## src/rtl/exp5_unidade_controle.sv

```systemverilog
// ----------------------------------------------------------------------------
// exp5_unidade_controle
//
// Moore control unit for the exp4-style game datapath (address counter,
// chaves register, 16x4 memory, comparator).
//
// The game is played one step at a time:
//   - iniciar starts a round.
//   - Each play on botoes is registered and checked against memory.
//   - On a correct play the address advances.
//   - The round ends on the first wrong play, on a correct play at the last
//     address, or when no play arrives within TIMEOUT_CYCLES cycles.
//
// Parameters:
//   TIMEOUT_CYCLES : cycles allowed in espera before timeout (>= 2)
//
// Ports:
//   clock      in   system clock, rising edge
//   reset      in   synchronous, active-high
//   iniciar    in   start / restart a round (level)
//   botoes[3:0] in  play buttons; any bit set is a play
//   igual      in   comparator: registered chaves == memory[address]
//   fimC       in   address counter at last address
//   zeraC      out  clear address counter
//   contaC     out  increment address counter
//   zeraR      out  clear chaves register
//   registraR  out  load chaves register
//   pronto     out  round finished
//   acertou    out  round finished, all plays correct
//   errou      out  round finished on a wrong play
//   timeout    out  round finished on play timeout
//   db_estado[3:0] out  current state code (debug / hexa7seg)
//
// Handshake note: there is no valid/ready pairing here. A play is the
// rising edge of |botoes. Datapath commands are single-cycle pulses, each
// decoded from the state register, so every output is glitch-free and
// independent of the current inputs.
// ----------------------------------------------------------------------------
module exp5_unidade_controle #(
    parameter int TIMEOUT_CYCLES = 5000
) (
    input  logic       clock,
    input  logic       reset,
    input  logic       iniciar,
    input  logic [3:0] botoes,
    input  logic       igual,
    input  logic       fimC,
    output logic       zeraC,
    output logic       contaC,
    output logic       zeraR,
    output logic       registraR,
    output logic       pronto,
    output logic       acertou,
    output logic       errou,
    output logic       timeout,
    output logic [3:0] db_estado
);

    // Width of the timeout counter. It is derived from TIMEOUT_CYCLES and
    // is never overridden.
    localparam int TW = $clog2(TIMEOUT_CYCLES + 1);

    // State codes. They double as the db_estado display value.
    localparam logic [3:0] S_INICIAL     = 4'h0;
    localparam logic [3:0] S_PREPARACAO  = 4'h1;
    localparam logic [3:0] S_ESPERA      = 4'h2;
    localparam logic [3:0] S_REGISTRA    = 4'h4;
    localparam logic [3:0] S_COMPARACAO  = 4'h5;
    localparam logic [3:0] S_PROXIMO     = 4'h6;
    localparam logic [3:0] S_FIM_ACERTOU = 4'hA;
    localparam logic [3:0] S_FIM_TIMEOUT = 4'hD;
    localparam logic [3:0] S_FIM_ERROU   = 4'hE;

    // Timer value during the last allowed espera cycle. The timer starts at
    // 0 on the first espera cycle, so this value marks the
    // TIMEOUT_CYCLES-th consecutive espera cycle.
    localparam logic [TW-1:0] TIMER_LIMIT = TW'(TIMEOUT_CYCLES - 1);

    logic [3:0]    estado_q;
    logic [3:0]    estado_d;
    logic [TW-1:0] timer_q;
    logic [TW-1:0] timer_d;
    logic          jogada_prev_q;
    logic          jogada;
    logic          jogada_pulse;
    logic          timer_expirou;

    // ------------------------------------------------------------------
    // Play detection.
    // A held button produces a single pulse. It must be released and
    // pressed again to count as a new play.
    // ------------------------------------------------------------------
    assign jogada        = |botoes;
    assign jogada_pulse  = jogada & ~jogada_prev_q;
    assign timer_expirou = (timer_q == TIMER_LIMIT);

    // ------------------------------------------------------------------
    // Next-state logic
    // ------------------------------------------------------------------
    always_comb begin
        estado_d = S_INICIAL;
        case (estado_q)
            S_INICIAL: begin
                estado_d = iniciar ? S_PREPARACAO : S_INICIAL;
            end

            S_PREPARACAO: begin
                estado_d = S_ESPERA;
            end

            S_ESPERA: begin
                // A play that lands on the last allowed cycle still counts.
                if (jogada_pulse) begin
                    estado_d = S_REGISTRA;
                end else if (timer_expirou) begin
                    estado_d = S_FIM_TIMEOUT;
                end else begin
                    estado_d = S_ESPERA;
                end
            end

            S_REGISTRA: begin
                estado_d = S_COMPARACAO;
            end

            S_COMPARACAO: begin
                if (!igual) begin
                    estado_d = S_FIM_ERROU;
                end else if (fimC) begin
                    estado_d = S_FIM_ACERTOU;
                end else begin
                    estado_d = S_PROXIMO;
                end
            end

            S_PROXIMO: begin
                estado_d = S_ESPERA;
            end

            S_FIM_ACERTOU, S_FIM_ERROU, S_FIM_TIMEOUT: begin
                estado_d = iniciar ? S_PREPARACAO : estado_q;
            end

            // Unused encodings recover to inicial on the next edge.
            default: begin
                estado_d = S_INICIAL;
            end
        endcase
    end

    // ------------------------------------------------------------------
    // Timer.
    // It counts only while in espera and clears everywhere else, so each
    // entry into espera starts from 0. It saturates at the limit and never
    // wraps, although espera always exits at the limit anyway.
    // ------------------------------------------------------------------
    always_comb begin
        timer_d = '0;
        if (estado_q == S_ESPERA) begin
            if (timer_expirou) begin
                timer_d = timer_q;
            end else begin
                timer_d = timer_q + TW'(1);
            end
        end
    end

    // ------------------------------------------------------------------
    // State registers
    // ------------------------------------------------------------------
    always_ff @(posedge clock) begin
        if (reset) begin
            estado_q      <= S_INICIAL;
            timer_q       <= '0;
            jogada_prev_q <= 1'b0;
        end else begin
            estado_q      <= estado_d;
            timer_q       <= timer_d;
            jogada_prev_q <= jogada;
        end
    end

    // ------------------------------------------------------------------
    // Moore output decode (state register only)
    // ------------------------------------------------------------------
    always_comb begin
        zeraC     = 1'b0;
        contaC    = 1'b0;
        zeraR     = 1'b0;
        registraR = 1'b0;
        pronto    = 1'b0;
        acertou   = 1'b0;
        errou     = 1'b0;
        timeout   = 1'b0;
        db_estado = S_INICIAL;
        case (estado_q)
            S_INICIAL: begin
                db_estado = S_INICIAL;
            end

            S_PREPARACAO: begin
                zeraC     = 1'b1;
                zeraR     = 1'b1;
                db_estado = S_PREPARACAO;
            end

            S_ESPERA: begin
                db_estado = S_ESPERA;
            end

            S_REGISTRA: begin
                registraR = 1'b1;
                db_estado = S_REGISTRA;
            end

            S_COMPARACAO: begin
                db_estado = S_COMPARACAO;
            end

            S_PROXIMO: begin
                contaC    = 1'b1;
                db_estado = S_PROXIMO;
            end

            S_FIM_ACERTOU: begin
                pronto    = 1'b1;
                acertou   = 1'b1;
                db_estado = S_FIM_ACERTOU;
            end

            S_FIM_ERROU: begin
                pronto    = 1'b1;
                errou     = 1'b1;
                db_estado = S_FIM_ERROU;
            end

            S_FIM_TIMEOUT: begin
                pronto    = 1'b1;
                timeout   = 1'b1;
                db_estado = S_FIM_TIMEOUT;
            end

            // Unused encodings look exactly like inicial.
            default: begin
                db_estado = S_INICIAL;
            end
        endcase
    end

endmodule

```

## config.mk

```make
export PLATFORM = sky130hd
export DESIGN_NAME = exp5_unidade_controle
export DESIGN_NICKNAME = d
export VERILOG_FILES = /design/src/rtl/exp5_unidade_controle.sv
export SDC_FILE = /design/constraint.sdc
export NUM_CORES = 1
export LEC_CHECK = 0
export BUFFER_PORTS_ARGS = -buffer_cell sky130_fd_sc_hd__clkbuf_2
export CELL_PAD_IN_SITES_DETAIL_PLACEMENT = 0
export CELL_PAD_IN_SITES_GLOBAL_PLACEMENT = 1
export CORE_UTILIZATION = 40
export DETAILED_ROUTE_END_ITERATION = 16
export GPL_TIMING_DRIVEN = 0
export PLACE_DENSITY_LB_ADDON = 0.12
export SLEW_MARGIN = 20
export SYNTH_ARGS = -nofsm -noshare
export SYNTH_HDL_FRONTEND = slang
export SYNTH_SLANG_ARGS = --single-unit
```

## constraint.sdc

```tcl
create_clock -name clock -period 3 [get_ports clock]
set_input_delay 0.6 -clock clock [delete_from_list [all_inputs] [get_ports clock]]
set_output_delay 0.6 -clock clock [all_outputs]
set_load 0.1 [all_outputs]
```

==> reports/metrics.yaml, run 1 <==
max_cap_violations: 0
status: "complete, no violations"
path_clk_slew_ps: 90
drc: 0
critPathBufInv: 4
routed_wirelength_mm: 2.11
drt-wirelength-per-cell_um: 11.9
yosysWarnings: 0
cts_made_buffers: 3
drt_first_pass_iters: 4
worst_hold_slack_ps: 516
peakVddDrop_mv: 0.230
path_cells: "clkbuf_1 -> nand2b_1 -> inv_1 -> o21ai_1 -> inv_1 -> clkbuf_2"
clock_skew_ps: 0.761
finalInstanceArea_sq_um: 1150
core_region_area_sq_um: 2250
grt_pass1_wl_mm: 3.64
place_area_sq_um: 1130
syn_inst: 126
tightest_slew_ps: 540
post_cts_resized: 0
crit_arrival_ps: 2000
crit_path_start_kind: "register"
syn2layout_area_growth_pct: 17.9
final_util_pct: 51.2
clock_tree.root_cell: "clkbuf_4"
final_net_count: 161
max_freq_mhz: 384
whs_path_depth: 2
hold_buffers: 0
num_vias: 931
clkLatencyLatePin_ps: 280
final_common_cell: "clkbuf_2"
synth_ff_type: "dfxtp_1"
synthesis.area_sq_um: 980
post-cts-setup-buffers: 0
antenna_found_initial: 0
hold_viol_final: 0
cts_max_level: 1
cpLargestDelayFamily: "buffers and inverters"
synthesis.nets: 136
avgSynthCellArea_sq_um: 7.78
place_ws_ps: 716
power.static_leakage_nw: 0.438
die_w_um: 51.5
start_util_pct: 43.5
slew_headroom_pct: 64.2
grt_pass1_vias: 828
cp_num_cells: 6
row_count: 17
dieArea_sq_um: 2650
ys_ff_latch: 18
cp_max_fo: 10
ys_types: 38
period_needed_ps: 2600
cpMostUsedCell: "inv_1"
synth-edff-count: 0
viasPerCell: 5.26
grt_overflow: 0
fillCellCount: 245
async_reset_ff_share_pct: 0
path_class: "register to primary output"
critPathSlowestCell: "clkbuf_2"
fin_crit_sh_pct: 86.8
gp_congestion: 0.764
synth-seq-area-share_pct: 36.8
cpPeakStageDelay_ps: 450
n_antenna_cell: 0
io_buffers: 20
die_h_um: 51.5
grt_max_degree: 11
reg2regPathDepth: 5
finalMaxSlewViolations: 0
setup_violations: 0
dp_hpwl_mm: 1.64
crit_path_end_kind: "primary output"
io_pins: 21
cts_sinks: 18
worst_slack_ps: 397
cts_max_path_buffers: 2
hp-class: "register to register"
first_iter_violations: 15
rsz0062_at_grt: "false"
grt_use_total_pct: 18.3
ant_nets: 0
final_cell_mix: "20 x clkbuf_2, 18 x dfxtp_1, 14 x nor2_1, 12 x a21oi_1, 10 x nand2_1"
p_per_area_nw_per_um2: 393
cts_tree: "built"
critPathRequiredTime_ps: 2400
drive_gt1_share_pct: 20.8
cells by family (layout without fill, tap and decap cells):
group,count (synthesis),after routing,synth area share [%]
compound gates,25,25,15.6
xor+xnor,8,8,7.15
fa+ha+maj,1,1,1.28
buf+inv,12,35,5.11
flops,18,18,36.8
mux,1,1,1.02
simple gates,61,61,33.1
per-layer routing:
layer  track usage (%)  share of wire, %  vias to the layer above
li1                  -                 -                      484
met1              23.8                49                      423
met2              29.7                45                       20
met3              3.80               4.5                        4
met4              6.76               1.0                        0
met5                 0                 0                        -
worst paths after layout:
path / start / end / slack [ps]
max: estado_q[1] / pronto / 400
max reg2reg: timer_q[3] / estado_q[0] / 940
min reg2reg: timer_q[6] / timer_q[6] / 520
min: timer_q[6] / timer_q[6] / 520
sequential cells by signal, summed over array words and instances (netlist names):
| signal | flops |
|---|---|
| estado_q | 4 |
| jogada_prev_q | 1 |
| timer_q | 13 |
worst min-delay path, delay by kind of cell, from the launching register on:
kind	cells	cell delay, ps
AOI/OAI and AO/OA	2	130
DFF	1	340
through the flow:
| stage | cells | power (mW) | TNS [ps] |
|---|---|---|---|
| final | 177 | 0.454 | 0 |
| after global routing | 177 | 0.476 | 0 |
| after CTS | 177 | 0.461 | 0 |
| after detailed placement | 174 | 0.344 | 0 |
| after global placement | 174 | 0.343 | 0 |
| after floorplan | 126 | 0.326 | -183 |
power breakdown:
group | internal [mW] | switching [mW]
combinational | 0.0238 | 0.0689
sequential | 0.243 | 0.00257
clock | 0.0466 | 0.0693
cells in the mapped netlist, drive strengths merged (2+ instances only):
cell	count	area share, %
dfxtp	18	37
nor2	15	5.7
a21oi	12	6.1
nand2	10	3.8
xnor2	7	6.3
clkbuf	5	1.9
inv	5	1.9
nand2b	5	3.2
o21ai	5	2.6
nand3	4	2.0
nor3	4	2.0
or3	4	2.6
nor3b	3	2.3
and3	2	1.3
buf	2	1.3
nand4	2	1.3
nor2b	2	1.3
nor4	2	1.3
o22ai	2	1.3
or2	2	1.3
final cells by class:
type	count	area (sq um)	share of cell area [%]
Multi-Input combinational cell	96	587	50.8
Clock buffer	3	22.5	1.95
Sequential cell	18	360	31.2
Timing Repair Buffer	20	100	8.67
Tap cell	28	35.0	3.03
Inverter	5	18.8	1.63
Buffer	7	31.3	2.71
No activity file was read; power rests on OpenSTA's default activity.
==> run 2, diff against run 1 <==
--- a/config.mk
+++ b/config.mk
@@ -8,9 +8,10 @@
 export BUFFER_PORTS_ARGS = -buffer_cell sky130_fd_sc_hd__clkbuf_2
 export CELL_PAD_IN_SITES_DETAIL_PLACEMENT = 0
 export CELL_PAD_IN_SITES_GLOBAL_PLACEMENT = 1
-export CORE_UTILIZATION = 40
+export CORE_UTILIZATION = 34
 export DETAILED_ROUTE_END_ITERATION = 16
 export GPL_TIMING_DRIVEN = 0
+export HOLD_SLACK_MARGIN = 0.12
 export PLACE_DENSITY_LB_ADDON = 0.12
 export SLEW_MARGIN = 20
 export SYNTH_ARGS = -nofsm -noshare
==> constraint.sdc (replaced) <==
create_clock -name clock -period 2.1 [get_ports clock]
set_input_delay 0.42 -clock clock [delete_from_list [all_inputs] [get_ports clock]]
set_output_delay 0.42 -clock clock [all_outputs]
set_load 0.1 [all_outputs]
==> run 2 against run 1 <==
Sequential power up 43%. Core utilization fell by 5.3 points. Clock skew rose by 3.0 ps. First-iteration DRC count increased by 130%. Wire length shrank 4.8%. Combinational power up 58%. Critical path depth fell by 1. Die area grew 17%. Critical endpoint is now zeraR. Highest routed layer unchanged.
==> reports/metrics.yaml, run 2 (synthesis gave the netlist of run 1 again) <==
status: "complete, no violations"  # unchanged
fin_total_pwr_mw: 0.661  # was 0.454 mW
regArea_sq_um: 364  # was 360 sq um
power.static_leakage_nw: 0.444  # was 0.438 nW
drt-wirelength-per-cell_um: 11.1  # was 11.9 um
period_needed_ps: 2050
cts_max_level: 1  # unchanged
max_freq_mhz: 489
ant_nets: 0  # unchanged
place_area_sq_um: 1190  # was 1130 sq um
hold_viol_final: 0  # unchanged
drive_gt1_share_pct: 29.3  # was 20.8%
tightest_slew_ps: 538  # was 540 ps
syn2layout_area_growth_pct: 28.2  # was 17.9%
grt_use_total_pct: 14.2  # was 18.3%
final_common_cell: "dfxtp_1"  # was clkbuf_2
critPathRequiredTime_ps: 1680  # was 2400 ps
io_pins: 21  # unchanged
start_util_pct: 35.8  # was 43.5%
reg_top3: "timer_q x13, estado_q x4, jogada_prev_q x1"  # unchanged
fin_crit_sh_pct: 97.4
routed_wirelength_mm: 2.01  # was 2.11 mm
core_region_area_sq_um: 2730  # was 2250 sq um
cts_sinks: 18  # unchanged
dieArea_sq_um: 3100  # was 2650 sq um
cts_max_path_buffers: 2  # unchanged
clock_tree.root_cell: "clkbuf_4"  # unchanged
grt_overflow: 0  # unchanged
cts_tree: "built"  # unchanged
die_w_um: 55.7  # was 51.5 um
crit_path_start_kind: "register"  # unchanged
top_register: "timer_q"  # unchanged
clkLatencyLatePin_ps: 290  # was 280 ps
setup_violations: 0  # unchanged
antenna_found_initial: 0  # unchanged
viasPerCell: 5.13  # was 5.26
clock_skew_ps: 3.80  # was 0.761 ps
n_antenna_cell: 0  # unchanged
max_cap_violations: 0  # unchanged
finalInstanceArea_sq_um: 1260  # was 1150 sq um
gp_congestion: 0.731  # was 0.764
num_vias: 928  # was 931
hp-class: "primary input to register"  # was register to register
cts_made_buffers: 3  # unchanged
path_clk_slew_ps: 90  # about the same
finalMaxSlewViolations: 0  # unchanged
dp_hpwl_mm: 1.54  # was 1.64 mm
crit_arrival_ps: 1630  # was 2000 ps
final_net_count: 162  # was 161
slew_headroom_pct: 64.3  # was 64.2%
path_class: "register to primary output"  # unchanged
grt_pass1_vias: 817  # was 828
row_count: 19  # was 17
drc: 0  # unchanged
fillCellCount: 277  # was 245
first_iter_violations: 35  # was 15
cp_max_fo: 10  # unchanged
die_h_um: 55.7  # was 51.5 um
place_ws_ps: 58.7  # was 716 ps
multi_input_area_sq_um: 627  # was 587 sq um
grt_pass1_wl_mm: 3.51  # was 3.64 mm
largest_register_ff_count: 13  # unchanged
peakVddDrop_mv: 0.388  # was 0.230 mV
p_per_area_nw_per_um2: 526  # was 393 nW/um^2
final_util_pct: 45.9  # was 51.2%
crit_path_end_kind: "primary output"  # unchanged
drt_first_pass_iters: 4  # unchanged
io_buffers: 20  # unchanged
final_cell_mix: "17 x dfxtp_1, 13 x clkbuf_2, 13 x nor2_1, 11 x a21oi_1"  # was 20 x clkbuf_2, 18 x dfxtp_1, 14 x nor2_1, 12 x a21oi_1, 10 x nand2_1
worst_slack_ps: 53.8  # was 397 ps
grt_max_degree: 11  # unchanged
run 2: final timing paths:
path	startpoint	slack, ps	end	cells after the start
max	estado_q[1]	50	zeraR	5
min	reset	360	estado_q[1]	2
max reg2reg	timer_q[3]	80	estado_q[0]	5
min reg2reg	timer_q[3]	510	timer_q[3]	2
run 2: where the power goes:
group          switching [mW]  internal [mW]
logic                   0.102         0.0449
clock network          0.0973         0.0666
registers             0.00407          0.346
total                   0.204          0.457
run 2: metrics by stage:
step	hold slack [ps]	std cells	TNS (ps)
2_1_floorplan	467	126	-1180
3_3_place_gp	487	177	0
3_5_place_dp	496	177	0
4_1_cts	357	180	0
5_1_grt	365	181	-13.1
6_report	358	181	0
run 2: timing repair:
action / CTS / global route
pin swaps: 0 / 1
hold buffers: 0 / 0
gates resized for setup: 12 / 8
setup endpoints to repair: 10 / 9
buffers inserted: 0 / 1
run 2: metal layers:
layer / vias to the layer above / wire, um / track usage, %
met3: 5 / 72 / 1.63
met1: 416 / 901 / 17.0
li1: 488 / - / -
met4: 0 / 47 / 7.50
met2: 19 / 989 / 24.8
met5: - / 0 / 0
run 2: final cells by class:
| class | count | share of cell area, % |
|---|---|---|
| well taps | 31 | 3.09 |
| plain buffers | 7 | 3.78 |
| flip-flops and latches | 18 | 29.0 |
| inverters | 5 | 2.09 |
| clock buffers | 3 | 1.79 |
| multi-input cells | 96 | 49.9 |
| repair buffers | 21 | 10.4 |
run 2: worst max-delay path: stages (launching register included):
cell      delay, ps
dfxtp_1         310
clkbuf_8        160
or2_4           290
nor3b_4         180
buf_4           130
buf_4           270
==> run 3, diff against run 2 <==
--- a/config.mk
+++ b/config.mk
@@ -12,7 +12,7 @@
 export DETAILED_ROUTE_END_ITERATION = 16
 export GPL_TIMING_DRIVEN = 0
 export HOLD_SLACK_MARGIN = 0.12
-export PLACE_DENSITY_LB_ADDON = 0.12
+export PLACE_DENSITY = 0.81
 export SLEW_MARGIN = 20
 export SYNTH_ARGS = -nofsm -noshare
 export SYNTH_HDL_FRONTEND = slang
==> run 3 against run 2 <==
Die area stayed put. Worst hold slack worse by 17 ps. Final area is 1.8% higher. Sequential power hardly changed. Critical path depth stayed put. Sequential cell count stayed put. Clock skew is 3.6 ps higher. Clock power is 32% higher. Power is 8.3% higher. Worst setup slack worse by 8.9 ps. Core utilization is 0.82 points higher. Largest power group unchanged.
==> reports/metrics.yaml, run 3 (synthesis gave the netlist of run 1 again) <==
status: "complete, no violations"  # unchanged
p_per_area_nw_per_um2: 560  # was 526 nW/um^2
setup_violations: 0  # unchanged
cp-startpoint: "timer_q[3]"  # was estado_q[1]
routed_wirelength_mm: 2.00  # was 2.01 mm
cts_sinks: 18  # unchanged
antenna_found_initial: 0  # unchanged
power.static_leakage_nw: 0.459  # was 0.444 nW
reg_top3: "timer_q x13, estado_q x4, jogada_prev_q x1"  # unchanged
hold_viol_final: 0  # unchanged
dieArea_sq_um: 3100  # unchanged
start_util_pct: 35.8  # unchanged
cts_max_level: 1  # unchanged
first_iter_violations: 18  # was 35
grt_max_degree: 11  # unchanged
grt_use_total_pct: 14.6  # was 14.2%
viasPerCell: 5.05  # was 5.13
cts_tree: "built"  # unchanged
hp-class: "primary input to register"  # unchanged
min_from: "reset"  # unchanged
fin_crit_sh_pct: 97.9  # was 97.4%
cts_made_buffers: 3  # unchanged
period_needed_ps: 2060  # was 2050 ps
top_register: "timer_q"  # unchanged
row_count: 19  # unchanged
drt_first_pass_iters: 4  # unchanged
die_h_um: 55.7  # unchanged
critPathRequiredTime_ps: 2340  # was 1680 ps
critPathSlowestCell: "or4_4"  # was dfxtp_1
final_common_cell: "dfxtp_1"  # unchanged
ant_nets: 0  # unchanged
gp_congestion: 0.770  # was 0.731
fin_cells: 182  # was 181
crit_arrival_ps: 2290  # was 1630 ps
grt_pass1_wl_mm: 3.63  # was 3.51 mm
io_buffers: 20  # unchanged
path_class: "register to register"  # was register to primary output
clkLatencyLatePin_ps: 300  # was 290 ps
finalMaxSlewViolations: 0  # unchanged
drive_gt1_share_pct: 30.5  # was 29.3%
grt_pass1_vias: 864  # was 817
cpPeakStageDelay_ps: 530  # was 310 ps
max_freq_mhz: 487  # was 489 MHz
rsz0062_at_grt: "false"
fillCellCount: 274  # was 277
worst_hold_slack_ps: 342  # was 358 ps
final_cell_mix: "17 x dfxtp_1, 13 x nor2_1, 12 x clkbuf_2, 11 x a21oi_1, 10 x nand2_1"  # was 17 x dfxtp_1, 13 x clkbuf_2, 13 x nor2_1, 11 x a21oi_1
final_net_count: 162  # unchanged
core_region_area_sq_um: 2730  # unchanged
die_w_um: 55.7  # unchanged
n_antenna_cell: 0  # unchanged
peakVddDrop_mv: 0.426  # was 0.388 mV
post-place-cells: 177  # unchanged
crit_path_end_kind: "register"  # was primary output
drt-wirelength-per-cell_um: 11.0  # was 11.1 um
crit_path_start_kind: "register"  # unchanged
path_cells: "or4b_1 -> or4_4 -> buf_6 -> or2_1 -> a31oi_2"  # was clkbuf_8 -> or2_4 -> nor3b_4 -> buf_4 -> buf_4
io_pins: 21  # unchanged
largest_register_ff_count: 13  # unchanged
path_clk_slew_ps: 110  # was 90 ps
rr_startpoint: "timer_q[3]"  # unchanged
dp_hpwl_mm: 1.56  # was 1.54 mm
hold_buffers: 0  # unchanged
grt_overflow: 0  # unchanged
tightest_slew_ps: 537  # was 538 ps
cts_max_path_buffers: 2  # unchanged
clock_skew_ps: 7.40  # was 3.80 ps
syn2layout_area_growth_pct: 30.5  # was 28.2%
drc: 0  # unchanged
num_vias: 920  # was 928
clock_tree.root_cell: "clkbuf_4"  # unchanged
cp_max_fo: 7  # was 10
max_cap_violations: 0  # unchanged
slew_headroom_pct: 64.3  # about the same
-- run 3: where the power goes --
| part | switching (mW) | internal [mW] |
|---|---|---|
| Clock | 0.112 | 0.106 |
| Combinational | 0.102 | 0.0461 |
| Sequential | 0.00396 | 0.346 |
-- run 3: layout make-up --
| cell class | count | area (sq um) | share of cell area [%] |
|---|---|---|---|
| plain buffers | 7 | 51.3 | 4.01 |
| clock buffers | 4 | 36.3 | 2.84 |
| inverters | 5 | 26.3 | 2.05 |
| multi-input cells | 96 | 631 | 49.3 |
| flip-flops and latches | 18 | 364 | 28.5 |
| well taps | 31 | 38.8 | 3.03 |
| repair buffers | 21 | 131 | 10.3 |
-- run 3: worst paths after layout --
| path | endpoint | slack [ps] | cells past startpoint |
|---|---|---|---|
| max | estado_q[0] | 40 | 5 |
| max reg2reg | estado_q[0] | 40 | 5 |
| min reg2reg | timer_q[6] | 520 | 2 |
| min | estado_q[3] | 340 | 2 |
-- run 3: critical path: cells and delay by family, from the launching register on --
family          cells  cell delay [ps]
compound gates      1              170
buf+inv             1              150
flops               1              380
simple gates        3             1300
-- run 3: timing repair --
action | CTS | global route
endpoints found under the setup margin | 12 | 7
resized for setup | 13 | 11
buffers inserted | 0 | 1
hold endpoints to repair | 0 | 0
-- run 3: layer usage --
layer  wire (um)  global-route usage (%)  up-vias
met2         927                    23.6       14
met5           0                       0        -
met3          44                    2.33        5
met1         987                    18.8      413
met4          40                    7.50        0
li1            -                       -      488
-- run 3: through the flow --
step	area, sq um	TNS, ps	power [mW]	utilization [%]	setup slack [ps]
global route	1280	0	0.749	46.8	0.387
detailed placement	1190	0	0.503	43.7	33.3
floorplan	1050	-1180	0.477	-	-329
global placement	1190	0	0.501	43.7	55.5
finish	1280	0	0.716	46.8	44.8
CTS	1250	0	0.717	45.9	18.5
